==> src/rtl/div_16_seq_pkg.sv <==
// Shared ALU definitions for the sequential divider: width, FSM encoding and
// the operand values that need special handling.
package alu_pkg;
  localparam int DIV_W = 16;

  typedef enum logic [1:0] {
    IDLE = 2'd0,
    RUN  = 2'd1,
    FIX  = 2'd2,
    DONE = 2'd3
  } div_state_e;

  localparam logic [DIV_W-1:0] INT_MIN = 16'h8000;
  localparam logic [DIV_W-1:0] NEG_ONE = 16'hFFFF;
endpackage

==> src/rtl/div_16_seq_if.sv <==
// Start/result handshake between the ALU controller (master) and the
// sequential divider (slave).
interface div_16_seq_if import alu_pkg::*; ();
  logic             ctrl_DIV;
  logic [DIV_W-1:0] data_operandA;
  logic [DIV_W-1:0] data_operandB;
  logic [DIV_W-1:0] data_result;
  logic [DIV_W-1:0] data_remainder;
  logic             data_exception;
  logic             data_resultRDY;
  logic             busy;

  modport master (
    output ctrl_DIV, data_operandA, data_operandB,
    input  data_result, data_remainder, data_exception, data_resultRDY, busy
  );

  modport slave (
    input  ctrl_DIV, data_operandA, data_operandB,
    output data_result, data_remainder, data_exception, data_resultRDY, busy
  );
endinterface

==> src/rtl/div_16_seq_sub_rca_17.sv <==
// 17-bit ripple-carry subtractor computing a - b as a + ~b + 1.
module sub_rca_17 (
  input  logic [16:0] a_i,
  input  logic [16:0] b_i,
  output logic [16:0] diff_o,
  output logic        borrow_o
);
  logic [17:0] carry;

  assign carry[0] = 1'b1;

  for (genvar i = 0; i < 17; i++) begin : g_bit
    logic p;
    assign p            = a_i[i] ^ ~b_i[i];
    assign diff_o[i]    = p ^ carry[i];
    assign carry[i+1]   = (a_i[i] & ~b_i[i]) | (carry[i] & p);
  end

  // No carry out of the top bit means a < b.
  assign borrow_o = ~carry[17];
endmodule

==> src/rtl/div_16_seq.sv <==
// Sequential 16-bit signed restoring divider: magnitudes are divided one
// quotient bit per cycle, then signs are applied in a final fix-up cycle.
module div_16_seq import alu_pkg::*; (
  input  logic        clock,
  input  logic        reset,
  div_16_seq_if.slave bus
);
  div_state_e       state_q;
  logic [4:0]       cnt_q;
  logic [16:0]      r_q;
  logic [DIV_W-1:0] q_q;
  logic [DIV_W-1:0] b_q;
  logic             sa_q;
  logic             sb_q;
  logic [DIV_W-1:0] result_q;
  logic [DIV_W-1:0] rem_q;
  logic             exc_q;
  logic             rdy_q;
  logic             busy_q;

  // The two negators take the operands at start and the Q/R magnitudes in FIX.
  logic [DIV_W-1:0] neg_x_in, neg_y_in;
  logic [16:0]      neg_x_diff, neg_y_diff;
  logic             neg_x_borrow, neg_y_borrow;

  assign neg_x_in = (state_q == FIX) ? q_q       : bus.data_operandA;
  assign neg_y_in = (state_q == FIX) ? r_q[15:0] : bus.data_operandB;

  sub_rca_17 u_neg_x (
    .a_i      (17'd0),
    .b_i      ({1'b0, neg_x_in}),
    .diff_o   (neg_x_diff),
    .borrow_o (neg_x_borrow)
  );

  sub_rca_17 u_neg_y (
    .a_i      (17'd0),
    .b_i      ({1'b0, neg_y_in}),
    .diff_o   (neg_y_diff),
    .borrow_o (neg_y_borrow)
  );

  logic             sa_d, sb_d;
  logic [DIV_W-1:0] mag_a_d, mag_b_d;
  logic             div_zero, div_ovf;

  assign sa_d     = bus.data_operandA[DIV_W-1];
  assign sb_d     = bus.data_operandB[DIV_W-1];
  assign mag_a_d  = sa_d ? neg_x_diff[15:0] : bus.data_operandA;
  assign mag_b_d  = sb_d ? neg_y_diff[15:0] : bus.data_operandB;
  assign div_zero = (bus.data_operandB == '0);
  assign div_ovf  = (bus.data_operandA == INT_MIN) && (bus.data_operandB == NEG_ONE);

  logic [16:0]      trial_t;
  logic [16:0]      sub_diff;
  logic             sub_borrow;
  logic [16:0]      r_d;
  logic [DIV_W-1:0] q_d;

  assign trial_t = {r_q[15:0], q_q[DIV_W-1]};

  sub_rca_17 u_sub (
    .a_i      (trial_t),
    .b_i      ({1'b0, b_q}),
    .diff_o   (sub_diff),
    .borrow_o (sub_borrow)
  );

  // Restore the shifted partial remainder when the trial subtraction goes negative.
  assign r_d = sub_diff[16] ? trial_t : sub_diff;
  assign q_d = {q_q[DIV_W-2:0], ~sub_diff[16]};

  logic [DIV_W-1:0] quo_fix_d, rem_fix_d;

  assign quo_fix_d = (sa_q ^ sb_q) ? neg_x_diff[15:0] : q_q;
  assign rem_fix_d = sa_q          ? neg_y_diff[15:0] : r_q[15:0];

  logic unused_bits;
  assign unused_bits = ^{neg_x_diff[16], neg_x_borrow, neg_y_diff[16], neg_y_borrow,
                         sub_borrow, r_q[16]};

  always_ff @(posedge clock or posedge reset) begin
    if (reset) begin
      state_q  <= IDLE;
      cnt_q    <= '0;
      r_q      <= '0;
      q_q      <= '0;
      b_q      <= '0;
      sa_q     <= 1'b0;
      sb_q     <= 1'b0;
      result_q <= '0;
      rem_q    <= '0;
      exc_q    <= 1'b0;
      rdy_q    <= 1'b0;
      busy_q   <= 1'b0;
    end else begin
      case (state_q)
        IDLE, DONE: begin
          rdy_q <= 1'b0;
          if (bus.ctrl_DIV) begin
            if (div_zero) begin
              result_q <= '0;
              rem_q    <= '0;
              exc_q    <= 1'b1;
              rdy_q    <= 1'b1;
              state_q  <= DONE;
            end else if (div_ovf) begin
              result_q <= INT_MIN;
              rem_q    <= '0;
              exc_q    <= 1'b1;
              rdy_q    <= 1'b1;
              state_q  <= DONE;
            end else begin
              sa_q    <= sa_d;
              sb_q    <= sb_d;
              b_q     <= mag_b_d;
              q_q     <= mag_a_d;
              r_q     <= '0;
              cnt_q   <= '0;
              busy_q  <= 1'b1;
              state_q <= RUN;
            end
          end else begin
            state_q <= IDLE;
          end
        end
        RUN: begin
          r_q   <= r_d;
          q_q   <= q_d;
          cnt_q <= cnt_q + 5'd1;
          if (cnt_q == 5'd15) begin
            state_q <= FIX;
          end
        end
        FIX: begin
          result_q <= quo_fix_d;
          rem_q    <= rem_fix_d;
          exc_q    <= 1'b0;
          rdy_q    <= 1'b1;
          busy_q   <= 1'b0;
          state_q  <= DONE;
        end
        default: state_q <= IDLE;
      endcase
    end
  end

  assign bus.data_result    = result_q;
  assign bus.data_remainder = rem_q;
  assign bus.data_exception = exc_q;
  assign bus.data_resultRDY = rdy_q;
  assign bus.busy           = busy_q;
endmodule

==> src/flat_wrapper.sv <==
// flat-port wrapper written by rule: the top's interface ports become plain ports
module div_16_seq_flat import alu_pkg::*;
  (clock, reset, bus_ctrl_DIV, bus_data_operandA, bus_data_operandB, bus_data_result, bus_data_remainder, bus_data_exception, bus_data_resultRDY, bus_busy);
  div_16_seq_if bus_i ();
  input  logic clock;
  input  logic reset;
  input wire logic [$bits(bus_i.ctrl_DIV)-1:0] bus_ctrl_DIV;
  input wire logic [$bits(bus_i.data_operandA)-1:0] bus_data_operandA;
  input wire logic [$bits(bus_i.data_operandB)-1:0] bus_data_operandB;
  output wire logic [$bits(bus_i.data_result)-1:0] bus_data_result;
  output wire logic [$bits(bus_i.data_remainder)-1:0] bus_data_remainder;
  output wire logic [$bits(bus_i.data_exception)-1:0] bus_data_exception;
  output wire logic [$bits(bus_i.data_resultRDY)-1:0] bus_data_resultRDY;
  output wire logic [$bits(bus_i.busy)-1:0] bus_busy;
  assign bus_i.ctrl_DIV = bus_ctrl_DIV;
  assign bus_i.data_operandA = bus_data_operandA;
  assign bus_i.data_operandB = bus_data_operandB;
  assign bus_data_result = bus_i.data_result;
  assign bus_data_remainder = bus_i.data_remainder;
  assign bus_data_exception = bus_i.data_exception;
  assign bus_data_resultRDY = bus_i.data_resultRDY;
  assign bus_busy = bus_i.busy;
  div_16_seq u_core (.clock(clock), .reset(reset), .bus(bus_i));
endmodule
==> config.mk <==
export PLATFORM = sky130hd
export DESIGN_NAME = div_16_seq_flat
export DESIGN_NICKNAME = d
export VERILOG_FILES = /design/src/rtl/div_16_seq_pkg.sv /design/src/rtl/div_16_seq_if.sv /design/src/rtl/div_16_seq_sub_rca_17.sv /design/src/rtl/div_16_seq.sv /design/src/flat_wrapper.sv
export SDC_FILE = /design/constraint.sdc
export NUM_CORES = 1
export LEC_CHECK = 0
export CORE_UTILIZATION = 57
export CTS_BUF_LIST = sky130_fd_sc_hd__clkbuf_4 sky130_fd_sc_hd__clkbuf_8 sky130_fd_sc_hd__clkbuf_16
export CTS_CLUSTER_DIAMETER = 30
export DETAILED_ROUTE_END_ITERATION = 8
export HOLD_SLACK_MARGIN = 0.06
export PLACE_DENSITY_LB_ADDON = 0.25
export SLEW_MARGIN = 5
export SYNTH_ARGS = -nofsm -noshare
export SYNTH_HDL_FRONTEND = slang
export SYNTH_SLANG_ARGS = --single-unit
==> constraint.sdc <==
create_clock -name clock -period 8.8 [get_ports clock]
set_clock_uncertainty 0.2 [all_clocks]
set_input_delay 1.76 -clock clock [delete_from_list [all_inputs] [get_ports clock]]
set_output_delay 1.76 -clock clock [all_outputs]
set_load 0.005 [all_outputs]
======== Yosys cells after proc, flatten, opt, wreduce, memory -nomap -nowiden ========
Cells that the tools add are included.
Widths: inputs -> output; s select.
storage, ports and cells
  flip-flop bits (word level) ............. 92
  input port bits ......................... 35
  output and inout port bits .............. 35
  word-level logic and storage cells ...... 269
cells by class
  $add $sub $neg .......................... 1
  equality and inequality tests ........... 11
  mux-type cells .......................... 44
  bitwise operators ....................... 191
  reduce and logical (&&, ||, !) cells .... 10
operators by type and width
  kind                  count
  $mux 16               19
  $pmux 16 s2           4
  $xor 1x1->1           63
  $and 1x1->1           59
  $not 1->1             53
  $eq 16x16->1 const B  2
  $logic_not 16->1      1
  $or 1x1->1            16
  $mux 5                3
  $reduce_and 4->1      3
  $pmux 5 s2            1
  $mux 1                9
  $mux 2                4
  $ne 2x2->1 const B    3
  $pmux 1 s2            3
  $pmux 2 s3            1
  $add 5x1->5 const B   1
  $eq 5x4->1 const B    1
  $eq 2x2->1 const B    2
  $reduce_bool 2->1     2
  $ne 3x1->1 const B    1
  $reduce_and 3->1      1
  $eq 2x1->1 const B    1
  $logic_not 2->1       1
  3 further kinds       3

======== Depth between registers and ports, before layout ========
Gate-level depths: netlist of run 1.
  depth in word-level cells ............... 36
  gate-level depth with buffers ........... 24
  depth with buffers taken out ............ 23

======== Modules after synthesis ========
A second synthesis of run 1 with hierarchy kept.
unflattened totals
  cell total of the unflattened synthesis .. 622
  area total of the unflattened synthesis .. 6744.0 um^2
modules (own cells, without submodules)
  module      instances  cells an instance  area an instance (um^2)  sequential area each (um^2)
  div_16_seq  1          466                5351.4                   2302.2
  sub_rca_17  3          52                 464.2                    0.0

======== Least setup slack after synthesis of run 1 ========
No wires, ideal clock.
  path type ............................... flip-flop to flip-flop
  start ................................... register u_core.q_q[15]
  end ..................................... register u_core.r_q[2]
  library setup time ...................... 0.064 ns
  arrival ................................. 7.842 ns
  required time ........................... 8.536 ns
  slack ................................... 0.694 ns
  cell stages (with the launch flop) ...... 25
  path buffers ............................ 1
  period minus slack after synthesis ...... 8.106 ns
  cell sequence ........................... dfrtp_1 > inv_1 > ha_1 > fa_1 > inv_1 > fa_1 > fa_1 > fa_1 > fa_1 > fa_1 > fa_1 > fa_1 > fa_1 > fa_1 > fa_1 > fa_1 > fa_1 > fa_1 > inv_1 > fa_1 > xor2_1 > clkbuf_1 > nand2_1 > a21oi_1 > mux2_4
between the ends
  word-level cells in the longest chain between the ends .. 35
  elaborated cells on any way between the ends .. 37
  classes of those cells .................. mux (2); bitwise (35)
ends and longest elaborated chain
  element                                            line                                                      RTL
  start: declaration                                 div_16_seq.sv:11                                          logic [DIV_W-1:0] q_q;
  start signal: assignment                           div_16_seq.sv:117                                         q_q <= mag_a_d;
  start signal: assignment                           div_16_seq.sv:129                                         q_q <= q_d;
  $and 1x1->1 / $xor 1x1->1 (equally long branches)  div_16_seq_sub_rca_17.sv:16, div_16_seq_sub_rca_17.sv:14
  $or 1x1->1 *                                       div_16_seq_sub_rca_17.sv:16                               assign carry[i+1] = (a_i[i] & ~b_i[i]) | (carry[i] & p);
  $and 1x1->1 *                                      div_16_seq_sub_rca_17.sv:16
  $or 1x1->1 *                                       div_16_seq_sub_rca_17.sv:16
  $and 1x1->1                                        div_16_seq_sub_rca_17.sv:16
  $or 1x1->1                                         div_16_seq_sub_rca_17.sv:16
  $and 1x1->1                                        div_16_seq_sub_rca_17.sv:16
  $or 1x1->1                                         div_16_seq_sub_rca_17.sv:16
  (+19 left out)                                     n/a
  $or 1x1->1                                         div_16_seq_sub_rca_17.sv:16
  $and 1x1->1                                        div_16_seq_sub_rca_17.sv:16
  $or 1x1->1                                         div_16_seq_sub_rca_17.sv:16
  $and 1x1->1                                        div_16_seq_sub_rca_17.sv:16
  $or 1x1->1                                         div_16_seq_sub_rca_17.sv:16
  $xor 1x1->1                                        div_16_seq_sub_rca_17.sv:15                               assign diff_o[i] = p ^ carry[i];
  $mux 16 *                                          div_16_seq.sv:70                                          assign r_d = sub_diff[16] ? trial_t : sub_diff;
  $pmux 16 s2 *                                      div_16_seq.sv:97                                          case (state_q)
  end signal: assignment                             div_16_seq.sv:128                                         r_q <= r_d;
  end: declaration                                   div_16_seq.sv:10                                          logic [16:0] r_q;
Every way passes the cells marked *; elsewhere a longest branch is shown, timed or not.
A chain may end at the register's enable or synchronous reset.

======== Worst setup path after layout of run 1 ========
  start ................................... register u_core.q_q[15]
  end ..................................... register u_core.r_q[14]
between the ends
  word-level cells in the longest chain between the ends .. 35
  elaborated cells on any way between the ends .. 37
  classes of those cells .................. mux (2); bitwise (35)
ends and longest elaborated chain
  element                                            line
  $and 1x1->1 / $xor 1x1->1 (equally long branches)  div_16_seq_sub_rca_17.sv:16, div_16_seq_sub_rca_17.sv:14
  $or 1x1->1 *                                       div_16_seq_sub_rca_17.sv:16
  $and 1x1->1 *                                      div_16_seq_sub_rca_17.sv:16
  $or 1x1->1 *                                       div_16_seq_sub_rca_17.sv:16
  $and 1x1->1 *                                      div_16_seq_sub_rca_17.sv:16
  $or 1x1->1 *                                       div_16_seq_sub_rca_17.sv:16
  $and 1x1->1 *                                      div_16_seq_sub_rca_17.sv:16
  $or 1x1->1 *                                       div_16_seq_sub_rca_17.sv:16
  (+19 left out)                                     n/a
  $or 1x1->1 *                                       div_16_seq_sub_rca_17.sv:16
  $and 1x1->1                                        div_16_seq_sub_rca_17.sv:16
  $or 1x1->1                                         div_16_seq_sub_rca_17.sv:16
  $and 1x1->1                                        div_16_seq_sub_rca_17.sv:16
  $or 1x1->1                                         div_16_seq_sub_rca_17.sv:16
  $xor 1x1->1                                        div_16_seq_sub_rca_17.sv:15
  $mux 16 *                                          div_16_seq.sv:70
  $pmux 16 s2 *                                      div_16_seq.sv:97
Marked as above.

==> out/metrics.cfg, run 1 <==
[outcome]
status=finished clean

[sta]
final-setup-viol-count=0
finalSetupTns_ps=0
period_needed_ps=8290
max_slew_margin_pct=20.8
final_max_slew_viol_count=0
rsz0062_at_grt=no
fmax_mhz=121
worst_slew_pin_slew_ps=1180
layout_setup_ws_ps=507
hold_viol_final=0
post-route-period-util_pct=94.2

[clock_network]
ctsResizeCount=0
cts.reportedPaths.clkPinSlew_ps=100
cts_tree=yes
cts-buffers-inserted=9
cts.htree.levels=3
hold_buffers=0
post_cts_buffers=0
clk-insertion-delay-late_ps=380
cts_root_buf=clkbuf_8
max-clock-path-buffers=2
clock-sinks=92

[placed_design]
place_ws_ps=492
dp_hpwl_um=9440
dp_cells=765
numPortBuffers=69
place_area_um2=6840
routabilityCongestion=0.859

[drt]
wl_per_cell_um=17.7
drc=0
via_per_inst=5.80
totalWireLength_um=13800
drt_iter0_markers=212
firstDrtPassIters=4
ant_nets=0
via_count=4527

[yosys]
synthArstFlopShare_pct=100
yosysUniqueCellTypes=43
synthFlopType=dfrtp_1
syn_area_per_cell_um2=10.4
yosys_warnings=0
postSynthNetCount=669
yosysTopAreaCell=dfrtp_1
netlist_instances=586
synth_edf_count=0
yosysSeqAreaShare_pct=37.8
synth_top_area_share_pct=37.8
syn_area_um2=6090
synth_seq_cells=92
synth_area_leaders=dfrtp_1 38%, mux2i_1 13%, ha_1 6.8%

[flow_run]
max-cap-violations=0

[power_and_ir_drop]
cellLeakagePower_nw=3.22
vdd_drop_max_uv=272
finalPower_mw=2.58
power_density_nw_per_um2=367

[global_routing]
grt_usage_pct=27.1
antenna_found_initial=0
grt_max_degree=67
grt_overflow_total=0
grt_pass1_vias=4660
grt_pass1_wl_um=23500

[floorplanning]
ios=70
die-height_um=105
core_area_um2=10300
fp-row-count=37
start_util_pct=59.0
fp.dieW_um=105
die-area_um2=11100

[worst_hold_path]
hold_path.class=flip-flop to flip-flop

[setup_path]
arrival_ps=8390
cp.required_ps=8900
start_kind=flip-flop
endpoint_kind=flip-flop
crit_type=flip-flop to flip-flop
crit_fanout=13

[cells_and_area]
fillers=784
antenna_cells=0
final_cell_mix=101 x nand2_1, 92 x dfrtp_1, 78 x mux2i_1
final_common_cell=nand2_1
drive_gt1_share_pct=14.1
nets=723
fin_area_um2=7030
final_cells=781
area_growth_pct=15.5

critical path: stages, from the launching register on:
cell	delay, ps
dfrtp_1	430
inv_1	70
ha_1	160
fa_1	180
inv_1	50
fa_1	440
fa_1	460
fa_1	460
fa_1	460
fa_1	460
fa_1	460
fa_1	460
fa_1	470
fa_1	470
fa_1	460
fa_1	470
fa_1	470
fa_1	420
inv_1	90
fa_1	230
xor2_1	170
buf_4	210
nand2_1	70
a221o_1	320
o21ai_0	70
power breakdown:
| group | total [mW] | switching (mW) | internal [mW] |
|---|---|---|---|
| combinational | 1.54 | 0.810 | 0.733 |
| clock | 0.297 | 0.163 | 0.133 |
| sequential | 0.738 | 0.156 | 0.583 |
cell usage after synthesis (2+ instances only):
| cell | number |
|---|---|
| nor2_1 | 19 |
| mux2_2 | 36 |
| a21oi_1 | 31 |
| dfrtp_1 | 92 |
| buf_2 | 5 |
| buf_1 | 3 |
| ha_1 | 33 |
| clkbuf_1 | 20 |
| nand4_1 | 4 |
| mux2_1 | 2 |
| nor2b_1 | 2 |
| fa_1 | 15 |
| a211o_1 | 2 |
| buf_6 | 6 |
| xor2_1 | 2 |
| mux2_4 | 23 |
| o21ai_0 | 39 |
| mux2i_1 | 78 |
| inv_1 | 30 |
| nand2_1 | 101 |
| nand2b_1 | 3 |
| a31oi_1 | 3 |
| nor4_1 | 6 |
| xnor2_1 | 6 |
| o211ai_1 | 5 |
| nand3_1 | 3 |
cells by family after synthesis:
group,Yosys count,synth area share (%)
AO/OA/AOI/OAI,86,8.32
adder cells (fa/ha/maj),48,11.7
flip-flops,92,37.8
buffers and inverters,65,4.91
AND/OR/NAND/NOR,148,10.6
multiplexers,139,25.5
XOR/XNOR,8,1.15
registers in the layout, indices dropped and copies added (netlist names):
name and cells:
u_core.bus.data_remainder 16, u_core.bus.data_exception 1, u_core.sb_q 1, u_core.r_q 16, u_core.b_q 16, u_core.cnt_q 5, u_core.state_q 2, u_core.bus.data_result 16
u_core.bus.busy 1, u_core.bus.data_resultRDY 1, u_core.q_q 16, u_core.sa_q 1
through the flow:
stage	hold slack [ps]	util (%)
2_1_floorplan	250	-
3_3_place_gp	267	66.2
3_5_place_dp	275	66.2
4_1_cts	297	68.1
5_1_grt	321	68.1
6_report	293	68.1
worst paths after layout:
check                                    start                   endpoint  slack [ps]  depth (start not counted)
worst max register to register  u_core.q_q[15]             u_core.r_q[14]         510                         24
worst max-delay path            u_core.q_q[15]             u_core.r_q[14]         510                         24
max in group asynchronous                reset  u_core.bus.data_result[6]        5660                          3
min in group asynchronous                reset            u_core.cnt_q[3]        1510                          2
worst min-delay path            u_core.b_q[13]             u_core.b_q[13]         290                          2
worst min register to register  u_core.b_q[13]             u_core.b_q[13]         290                          2
area by class of cell:
| cell class | instances | area, um2 | share of cell area, % |
|---|---|---|---|
| Tap cell | 136 | 170 | 2.42 |
| Clock inverter | 7 | 73.8 | 1.05 |
| Inverter | 30 | 114 | 1.62 |
| Multi-Input combinational cell | 429 | 3490 | 49.6 |
| Timing Repair Buffer | 78 | 758 | 10.8 |
| Clock buffer | 9 | 124 | 1.76 |
| Sequential cell | 92 | 2300 | 32.7 |
per-layer routing:
metal	up-vias	track usage [%]	routed length, um
li1	2137	-	-
met2	120	42.5	6540
met3	18	3.71	643
met1	2252	37.9	6400
met5	-	0	0
met4	0	11.1	267
Note: power is estimated with default switching activity, not from simulation.
==> run 2, diff against run 1 <==
--- a/config.mk
+++ b/config.mk
@@ -11,7 +11,6 @@
 export DETAILED_ROUTE_END_ITERATION = 8
 export HOLD_SLACK_MARGIN = 0.06
 export PLACE_DENSITY_LB_ADDON = 0.25
-export SLEW_MARGIN = 5
 export SYNTH_ARGS = -nofsm -noshare
 export SYNTH_HDL_FRONTEND = slang
 export SYNTH_SLANG_ARGS = --single-unit
==> results of run 2 <==
Final layout, timing and power as in run 1 (identical DEF).
==> run 3, diff against run 2 <==
--- a/config.mk
+++ b/config.mk
@@ -9,7 +9,7 @@
 export CTS_BUF_LIST = sky130_fd_sc_hd__clkbuf_4 sky130_fd_sc_hd__clkbuf_8 sky130_fd_sc_hd__clkbuf_16
 export CTS_CLUSTER_DIAMETER = 30
 export DETAILED_ROUTE_END_ITERATION = 8
-export HOLD_SLACK_MARGIN = 0.06
+export HOLD_SLACK_MARGIN = 0.15
 export PLACE_DENSITY_LB_ADDON = 0.25
 export SYNTH_ARGS = -nofsm -noshare
 export SYNTH_HDL_FRONTEND = slang
==> results of run 3 <==
Final layout, timing and power as in run 1 (identical DEF).
